[src/rtl/ram_fifo_ctrl.sv]
// Pointer and handshake controller that wraps a simple dual-port RAM
// with registered read data into a first-word-fall-through FIFO.
module ram_fifo_ctrl #(
  parameter int DATA_W = 8,
  parameter int ADDR_W = 8
) (
  input  logic              clk,
  input  logic              reset,
  input  logic [DATA_W-1:0] in_data,
  input  logic              in_valid,
  output logic              in_ready,
  output logic [DATA_W-1:0] out_data,
  output logic              out_valid,
  input  logic              out_ready,
  output logic [ADDR_W:0]   count,
  output logic              full,
  output logic              empty,
  output logic              overflow,
  output logic [ADDR_W-1:0] ram_writeAddr,
  output logic [ADDR_W-1:0] ram_readAddr,
  output logic [DATA_W-1:0] ram_dataIn,
  output logic              ram_we,
  output logic              ram_en,
  input  logic [DATA_W-1:0] ram_dataOut
);

  localparam int PW = ADDR_W + 1;
  localparam logic [PW-1:0] DEPTH = {1'b1, {ADDR_W{1'b0}}};
  localparam logic [PW-1:0] ONE = {{ADDR_W{1'b0}}, 1'b1};

  logic [PW-1:0] wr_ptr_q;
  logic [PW-1:0] wr_ptr_d;
  logic [PW-1:0] rd_ptr_q;
  logic [PW-1:0] rd_ptr_d;
  logic          out_valid_q;
  logic          out_valid_d;

  logic [PW-1:0] ram_cnt;
  logic          ram_full;
  logic          push;
  logic          pop;
  logic          fetch;

  // ram_cnt uses registered pointers, so a fetch never targets
  // the slot being written in the same cycle.
  always_comb begin
    ram_cnt  = wr_ptr_q - rd_ptr_q;
    ram_full = (ram_cnt == DEPTH);
    push     = in_valid & ~ram_full & ~reset;
    pop      = out_valid_q & out_ready;
    fetch    = (ram_cnt != '0) & (~out_valid_q | out_ready)
             & ~reset;
  end

  always_comb begin
    wr_ptr_d    = wr_ptr_q;
    rd_ptr_d    = rd_ptr_q;
    out_valid_d = out_valid_q;
    if (push) begin
      wr_ptr_d = wr_ptr_q + ONE;
    end
    if (fetch) begin
      rd_ptr_d    = rd_ptr_q + ONE;
      out_valid_d = 1'b1;
    end else if (pop) begin
      out_valid_d = 1'b0;
    end
  end

  always_ff @(posedge clk) begin
    if (reset) begin
      wr_ptr_q    <= '0;
      rd_ptr_q    <= '0;
      out_valid_q <= 1'b0;
    end else begin
      wr_ptr_q    <= wr_ptr_d;
      rd_ptr_q    <= rd_ptr_d;
      out_valid_q <= out_valid_d;
    end
  end

  // Status is forced to its idle view while reset is held.
  always_comb begin
    full      = ram_full & ~reset;
    in_ready  = ~full;
    overflow  = in_valid & full;
    out_valid = out_valid_q & ~reset;
    if (reset) begin
      count = '0;
    end else begin
      count = ram_cnt + {{ADDR_W{1'b0}}, out_valid_q};
    end
    empty = (count == '0);
  end

  always_comb begin
    out_data      = ram_dataOut;
    ram_dataIn    = in_data;
    ram_we        = push;
    ram_en        = fetch;
    ram_writeAddr = wr_ptr_q[ADDR_W-1:0];
    ram_readAddr  = rd_ptr_q[ADDR_W-1:0];
  end

endmodule

[config.mk]
export PLATFORM = sky130hd
export DESIGN_NAME = ram_fifo_ctrl
export DESIGN_NICKNAME = d
export VERILOG_FILES = /design/src/rtl/ram_fifo_ctrl.sv
export SDC_FILE = /design/constraint.sdc
export NUM_CORES = 1
export LEC_CHECK = 0
export BUFFER_PORTS_ARGS = -buffer_cell sky130_fd_sc_hd__buf_4
export CORE_ASPECT_RATIO = 0.9
export CORE_MARGIN = 4
export CORE_UTILIZATION = 51
export CTS_CLUSTER_DIAMETER = 60
export DETAILED_ROUTE_END_ITERATION = 10
export GPL_TIMING_DRIVEN = 0
export PLACE_DENSITY = 0.83
export SLEW_MARGIN = 20
export SYNTH_ARGS = -nofsm -noshare
export SYNTH_HDL_FRONTEND = slang
export SYNTH_SLANG_ARGS = --single-unit
export TNS_END_PERCENT = 100
[constraint.sdc]
create_clock -name clk -period 3.8 [get_ports clk]
set_clock_uncertainty 0.05 [all_clocks]
set_input_delay 0.19 -clock clk [delete_from_list [all_inputs] [get_ports clk]]
set_output_delay 0.19 -clock clk [all_outputs]
set_load 0.1 [all_outputs]
==> results of run 1 <==
-- cells in the mapped netlist, drive strengths merged, types with 4 or more instances --
cell,count,area (um2)
nor2,28,110
mux2i,4,40.0
nand2b,4,25.0
and2,4,25.0
or3,7,43.8
dfxtp,19,380
inv,17,63.8
a211o,5,43.8
nand3,11,55.1
and3,4,25.0
nand2,18,70.1
a21o,4,30.0
nor2b,4,25.0
o21ai,10,50.1
buf,35,254
ha,12,150
xnor2,8,70.1
nand4,5,31.3
nor3,5,36.3
a21oi,14,73.8
-- area by class of cell --
class / count / area, um2
Sequential cell: 19 / 383
Clock inverter: 1 / 5.00
Multi-Input combinational cell: 183 / 1370
Buffer: 37 / 262
Tap cell: 44 / 55.1
Timing Repair Buffer: 57 / 443
Clock buffer: 3 / 41.3
Fill cell: 288 / 901
Inverter: 18 / 71.3
-- metal layers --
metal / share of wire [%] / vias up / wire (um)
li1: - / 998 / -
met1: 42 / 948 / 2220
met2: 50 / 88 / 2670
met3: 7.8 / 6 / 418
met4: 0.62 / 0 / 33
met5: 0 / - / 0
-- registers in the layout, summed over array words and instances, names as in the netlist --
| name | count |
|---|---|
| out_valid_q | 1 |
| wr_ptr_q | 9 |
| rd_ptr_q | 9 |
-- worst reg2reg max path, stage by stage (launching register included) --
cell and delay (ns):
dfxtp_2 0.36, inv_1 0.09, ha_1 0.17, inv_1 0.06, fa_2 0.38, a21oi_2 0.21, nor3_1 0.08, or4b_4 0.59
or4_4 0.55, buf_4 0.16, buf_4 0.13, o31ai_4 0.33, o21ai_0 0.17, a21oi_1 0.14
-- cell families (layout without fill, tap and decap cells) --
logic type / Yosys count / after routing / share of synthesized area [%]
XOR/XNOR: 11 / 11 / 4.97
AO/OA/AOI/OAI: 50 / 50 / 17.7
multiplexers: 6 / 6 / 3.42
AND/OR/NAND/NOR: 103 / 103 / 28.5
flip-flops: 19 / 19 / 19.6
buffers and inverters: 55 / 116 / 17.0
adder cells (fa/ha/maj): 13 / 13 / 8.77
-- what timing repair did --
action                                  CTS  global route
hold buffers                              0             0
cloned                                    0             0
pin swaps                                 1             4
resized for setup                         6            12
setup buffers                             1             5
endpoints found under the setup margin    6             8
-- worst paths after layout --
| kind | from | end | slack (ns) | cells past startpoint |
|---|---|---|---|---|
| setup / recovery | wr_ptr_q[0] | empty | 0.13 | 12 |
| hold / removal | reset | wr_ptr_q[5] | 0.25 | 4 |
| setup reg to reg | wr_ptr_q[0] | wr_ptr_q[8] | 0.25 | 13 |
| hold reg to reg | wr_ptr_q[2] | wr_ptr_q[2] | 0.50 | 2 |
-- stage by stage --
step | TNS [ns] | util, % | std cells
2_1_floorplan | -0.250 | - | 257
3_3_place_gp | 0 | 69.5 | 352
3_5_place_dp | 0 | 69.5 | 352
4_1_cts | 0 | 71.9 | 357
5_1_grt | 0 | 74.5 | 362
6_report | 0 | 74.5 | 362
-- power by group --
part	internal (uW)	switching (uW)	total, uW
Combinational	276	686	963
Sequential	210	18.0	228
Clock	73.0	70.8	144
==> summary.md, run 1 <==
| Metric | Value |
|---|---|
| Clk_lat worst skew | 0.26 ns |
| Yosys reg bits | 19 |
| Number of flops mapped to enable cells by yosys | 0 |
| Vias/cell | 5.64 |
| Mapped Cells | 257 |
| Max Clk Rate | 0.273 GHz |
| Port Buffers | 51 |
| Yosys warns | 0 |
| Fin area | 2630 um2 |
| M1 GR Usage | 27.0% |
| RSZ-0062 raised after global routing | no |
| Crit-path slowest cell | or4_1 |
| Starting Density | 55.0% |
| Wire length per cell | 14.8 um |
| Via count | 2040 |
| Status | finished, final reports clean |
| Number of detailed-route iterations in the first pass | 5 |
| Critical path required time | 3.56 ns |
| Slew headroom | 43.2% |
| Crit-path cells | inv_1 > ha_1 > inv_1 > fa_2 > a211oi_2 > nor2_1 > xor2_2 > or3_4 > a21oi_4 > or4_1 > nor4_4 > buf_6 |
| Final period utilization | 96.6% |
| CTS Buf Count | 3 |
| Highest-count cells in the layout ignoring fill and taps | buf_4 (86), nor2_1 (26), dfxtp_1 (17) |
| Largest net degree at the start of global routing | 12 |
| Placed Area | roughly 2500 um2 |
| Worst path most repeated cell | inv_1 |
| Critical Path Source Type | flop |
| Mean area per synthesized cell | 7.55 um2 |
| Final setup fails | 0 |
| Top Ports | 68 |
| Final setup margin | between 0.1 and 0.15 ns |
| Die width | 73 um |
| Buf/Inv on CP | 3 |
| DP HPWL | about 4100 um |
| Post-synthesis sequential area ratio | about 20% |
| Critical path class | reg -> out |
| Synth async-reset ratio | 0% |
| CP max stage delay | 0.59 ns |
| HP Class | in -> reg |
| Final hold vios | 0 |
| Final hold slack | 0.253 ns |
| Die area | about 4900 um2 |
| Leak Pwr | 0.00120 uW |
| Kind of cell adding the most delay to the critical path | simple AND/OR/NAND/NOR gates |
| Pwr Total | 1330 uW |
| Die Ht | 66.5 um |
| Final Max Tran Viols | 0 |
| Initial antenna violation count | 0 |
| Clock H-tree levels | 1 |
| Overall Global Routing Usage | 21.5% |
| Post-route antenna net violation count | 0 |
| Top_reg_cell synth | dfxtp_1 |
| Vias in the first global route | 1858 |
| Layer with the highest usage | met2 |
| Most common cell after layout, fill and taps aside | buf_4 |
| Met3 usage | 3.92% |
| Syn nets | just under 300 |
| CP max FO | 7 |
| Post-Syn Area | 1940 um2 |
| Num rows | 20 |
| Net count, final | 352 |
| CTS Buffer Depth | 2 |
| Max-cap viol count | 0 |
| Root Buffer | clkbuf_8 |
| VDD IR max | approximately 0.0004 V |
| Min Tclk post-route | 3.67 ns |
| Post-route DRC | 0 |
| GR Overflow Total | 0 |
| First-pass GRT wire length | slightly above 8000 um |
| Synth-to-Final Area Change | 35.5% |
| First DRT Iteration DRCs | between 150 and 200 |
| Ant. Diodes | 0 |
| Layout cells sized above 1 | 39.9% |
| CTS Sinks | 19 |
| Worst EP arrival | between 3 and 4 ns |
| Drt total wl | 5340 um |
| Routing usage on met2 | 36.9% |
| Crit end category | primary output |
| Yosys cell types | 52 |
| Gpl congestion | around 0.9 |
| Core Footprint | 3530 um2 |
| Place WS | 0.0937 ns |
| Clock Pin Slew Worst Setup and Hold Paths | 0.07 ns |
| CTS tree | built |
| Worst-margin pin slew | around 0.85 ns |
| Pwr Density | between 500 and 600 nW/um2 |
No activity file was read; power rests on OpenSTA's default activity.
==> inputs of run 2 (changes only) <==
==> constraint.sdc (replaced) <==
create_clock -name clk -period 3.9 [get_ports clk]
set_clock_uncertainty 0.05 [all_clocks]
set_input_delay 0.195 -clock clk [delete_from_list [all_inputs] [get_ports clk]]
set_output_delay 0.195 -clock clk [all_outputs]
set_load 0.1 [all_outputs]
==> run 2 against run 1 <==
Worst setup slack gained 0.029 ns. Via count fell by 3.1%. Global-route usage down 0.23 points. Utilization is 1.9 points lower. Flip-flop and latch count unchanged. Sequential share of layout area rose by 0.34 points. Die area did not move. Critical path depth decreased by 1. Power down 5.5%. Non-clock buffer count decreased by 3. Critical path type unchanged.
==> summary.md, run 2 (same netlist as run 1, synthesis figures left out) <==
| Metric | Value |
|---|---|
| Fillers | 295 (+2.4%) |
| Final period utilization | about 96% |
| Sw Share | 58.1% (about the same) |
| Drt total wl | 5050 um (-5.5%) |
| Post-route antenna net violation count | 0 (unchanged) |
| Clk_lat worst skew | 0.26 ns (about the same) |
| First-pass GRT wire length | 8170 um (-0.75%) |
| Top Ports | 68 (unchanged) |
| P_sw | 732 uW (-5.5%) |
| VDD IR max | 0.000441 V (+12%) |
| GR Overflow Total | 0 (unchanged) |
| Met2 Wirelength | 2370 um (-11%) |
| DP HPWL | 4020 um (-1.2%) |
| Vias in the first global route | 1806 (-2.8%) |
| Initial antenna violation count | 0 (unchanged) |
| Worst-margin pin slew | 0.827 ns (-0.0206 ns) |
| Layout cells sized above 1 | 38.1% (-1.8 points) |
| Gpl congestion | 0.892 (+1.8%) |
| Final hold vios | 0 (unchanged) |
| HP Class | in -> reg |
| Critical path class | reg -> out |
| Internal power | 528 uW (-5.5%) |
| Largest net degree at the start of global routing | 12 (unchanged) |
| First DRT Iteration DRCs | 112 (-36%) |
| Status | finished, final reports clean |
| Die Ht | 66.5 um (unchanged) |
| Net count, final | 349 (-0.85%) |
| Top sig layer | met4 |
| Wire length per cell | 14.1 um (-4.7%) |
| Highest-count cells in the layout ignoring fill and taps | buf_4 (84), nor2_1 (26), dfxtp_1 (18) |
| Crit end category | primary output |
| CTS Hold Bufs | 0 (unchanged) |
| Overall Global Routing Usage | 21.2% (-0.23 points) |
| Worst EP arrival | 3.50 ns (+0.07 ns) |
| CTS Buf Count | 3 (unchanged) |
| Final Non-Filler Cells | 359 (-0.83%) |
| Die area | 4850 um2 (unchanged) |
| Root Buffer | clkbuf_8 |
| Combinational power share | 71.3% (-0.9 points) |
| CTS Buffer Depth | 2 (unchanged) |
| Final setup fails | 0 (unchanged) |
| Critical Path Source Type | flop |
| Synth-to-Final Area Change | 32.0% |
| Final Max Tran Viols | 0 (unchanged) |
| Leak Pwr | 0.00116 uW (-2.7%) |
| Critical path required time | 3.65 ns (+0.09 ns) |
| Clock Pin Slew Worst Setup and Hold Paths | 0.08 ns (about the same) |
| Seq pwr share | 17.5% (+0.4 points) |
| Core Footprint | 3530 um2 (unchanged) |
| Max-cap viol count | 0 (unchanged) |
| Wire length on met3 | 385 um (-7.9%) |
| Die width | 73 um (unchanged) |
| Max Clk Rate | 0.267 GHz |
| Clk pwr share | 11.2% (+0.4 points) |
| Via count | 1977 (-3.1%) |
| Pwr Density | 492 nW/um2 (-3.0%) |
| RSZ-0062 raised after global routing | no |
| Final hold slack | 0.267 ns (+0.0140 ns) |
| Most common cell after layout, fill and taps aside | buf_4 |
| Post-route DRC | 0 (unchanged) |
| Clock H-tree levels | 1 (unchanged) |
| CTS tree | built |
| Min Tclk post-route | 3.74 ns |
| CTS Sinks | 19 (unchanged) |
| Wl on met1 | 2200 um (-0.86%) |
| Port Buffers | 51 (unchanged) |
| Top Registers | rd_ptr_q: 9 flops, wr_ptr_q: 9 flops, out_valid_q: 1 flops |
| CP max FO | 9 (+2) |
| Slew headroom | 44.6% (+1.4 points) |
| FF-to-FF setup slack | 0.41 ns (+0.16 ns) |
| Number of detailed-route iterations in the first pass | 4 (-1) |
| Num rows | 20 (unchanged) |
| Vias/cell | 5.51 (-2.3%) |
| Ant. Diodes | 0 (unchanged) |
| Inst Count DP | 352 (unchanged) |
| Starting Density | 55.0% (unchanged) |
==> run 2: power groups by stage <==
stage,registers [uW],clock network (uW),logic [uW]
4_1_cts,219,144,869
3_5_place_dp,224,0,854
3_3_place_gp,224,0,847
6_report,221,141,899
2_1_floorplan,219,0,712
5_1_grt,222,150,944
==> run 2: timing repair <==
| action | CTS | global route |
|---|---|---|
| pin swaps | 1 | 3 |
| gates resized for setup | 4 | 7 |
| setup buffers | 0 | 3 |
| setup endpoints to repair | 2 | 7 |
==> run 2: worst paths after layout <==
kind / cells past startpoint / endpoint / startpoint
worst max-delay path: 11 / ram_en / wr_ptr_q[0]
worst min-delay path: 4 / wr_ptr_q[5] / reset
worst max register to register: 12 / wr_ptr_q[7] / wr_ptr_q[0]
worst min register to register: 2 / wr_ptr_q[8] / wr_ptr_q[8]
==> run 2: metal layers <==
layer  GRT usage (%)  vias to the layer above
li1                -                      992
met1            27.6                      908
met2            34.2                       63
met3            4.22                       14
met4            8.53                        0
met5               0                        -
==> run 2: through the flow <==
step           instance area, um2  total power, uW  worst slack [ns]  utilization, %  TNS [ns]
2_1_floorplan                2000              931            -0.453               -    -0.453
6_report                     2560             1260             0.160            72.6         0
3_3_place_gp                 2440             1070             0.225            69.2         0
4_1_cts                      2510             1230            0.0320            71.2         0
5_1_grt                      2560             1320            0.0203            72.6         0
3_5_place_dp                 2440             1080             0.189            69.2         0
==> run 2: critical path: stages (launching register included) <==
cell and delay [ns]:
dfxtp_1 0.38, inv_1 0.10, ha_1 0.16, inv_1 0.06
fa_2 0.38, a21oi_2 0.21, nor3_1 0.08, or4b_4 0.58
nor4_2 0.47, a31oi_2 0.31, and2_1 0.27, buf_4 0.23
==> run 2: layout make-up <==
class | count | area [um2] | share of cell area, %
Clock buffer | 3 | 41.3 | 1.61
Timing Repair Buffer | 54 | 417 | 16.3
Inverter | 18 | 71.3 | 2.79
Multi-Input combinational cell | 183 | 1330 | 51.9
Sequential cell | 19 | 382 | 14.9
Clock inverter | 1 | 5.00 | 0.196
Buffer | 37 | 262 | 10.2
Tap cell | 44 | 55.1 | 2.15
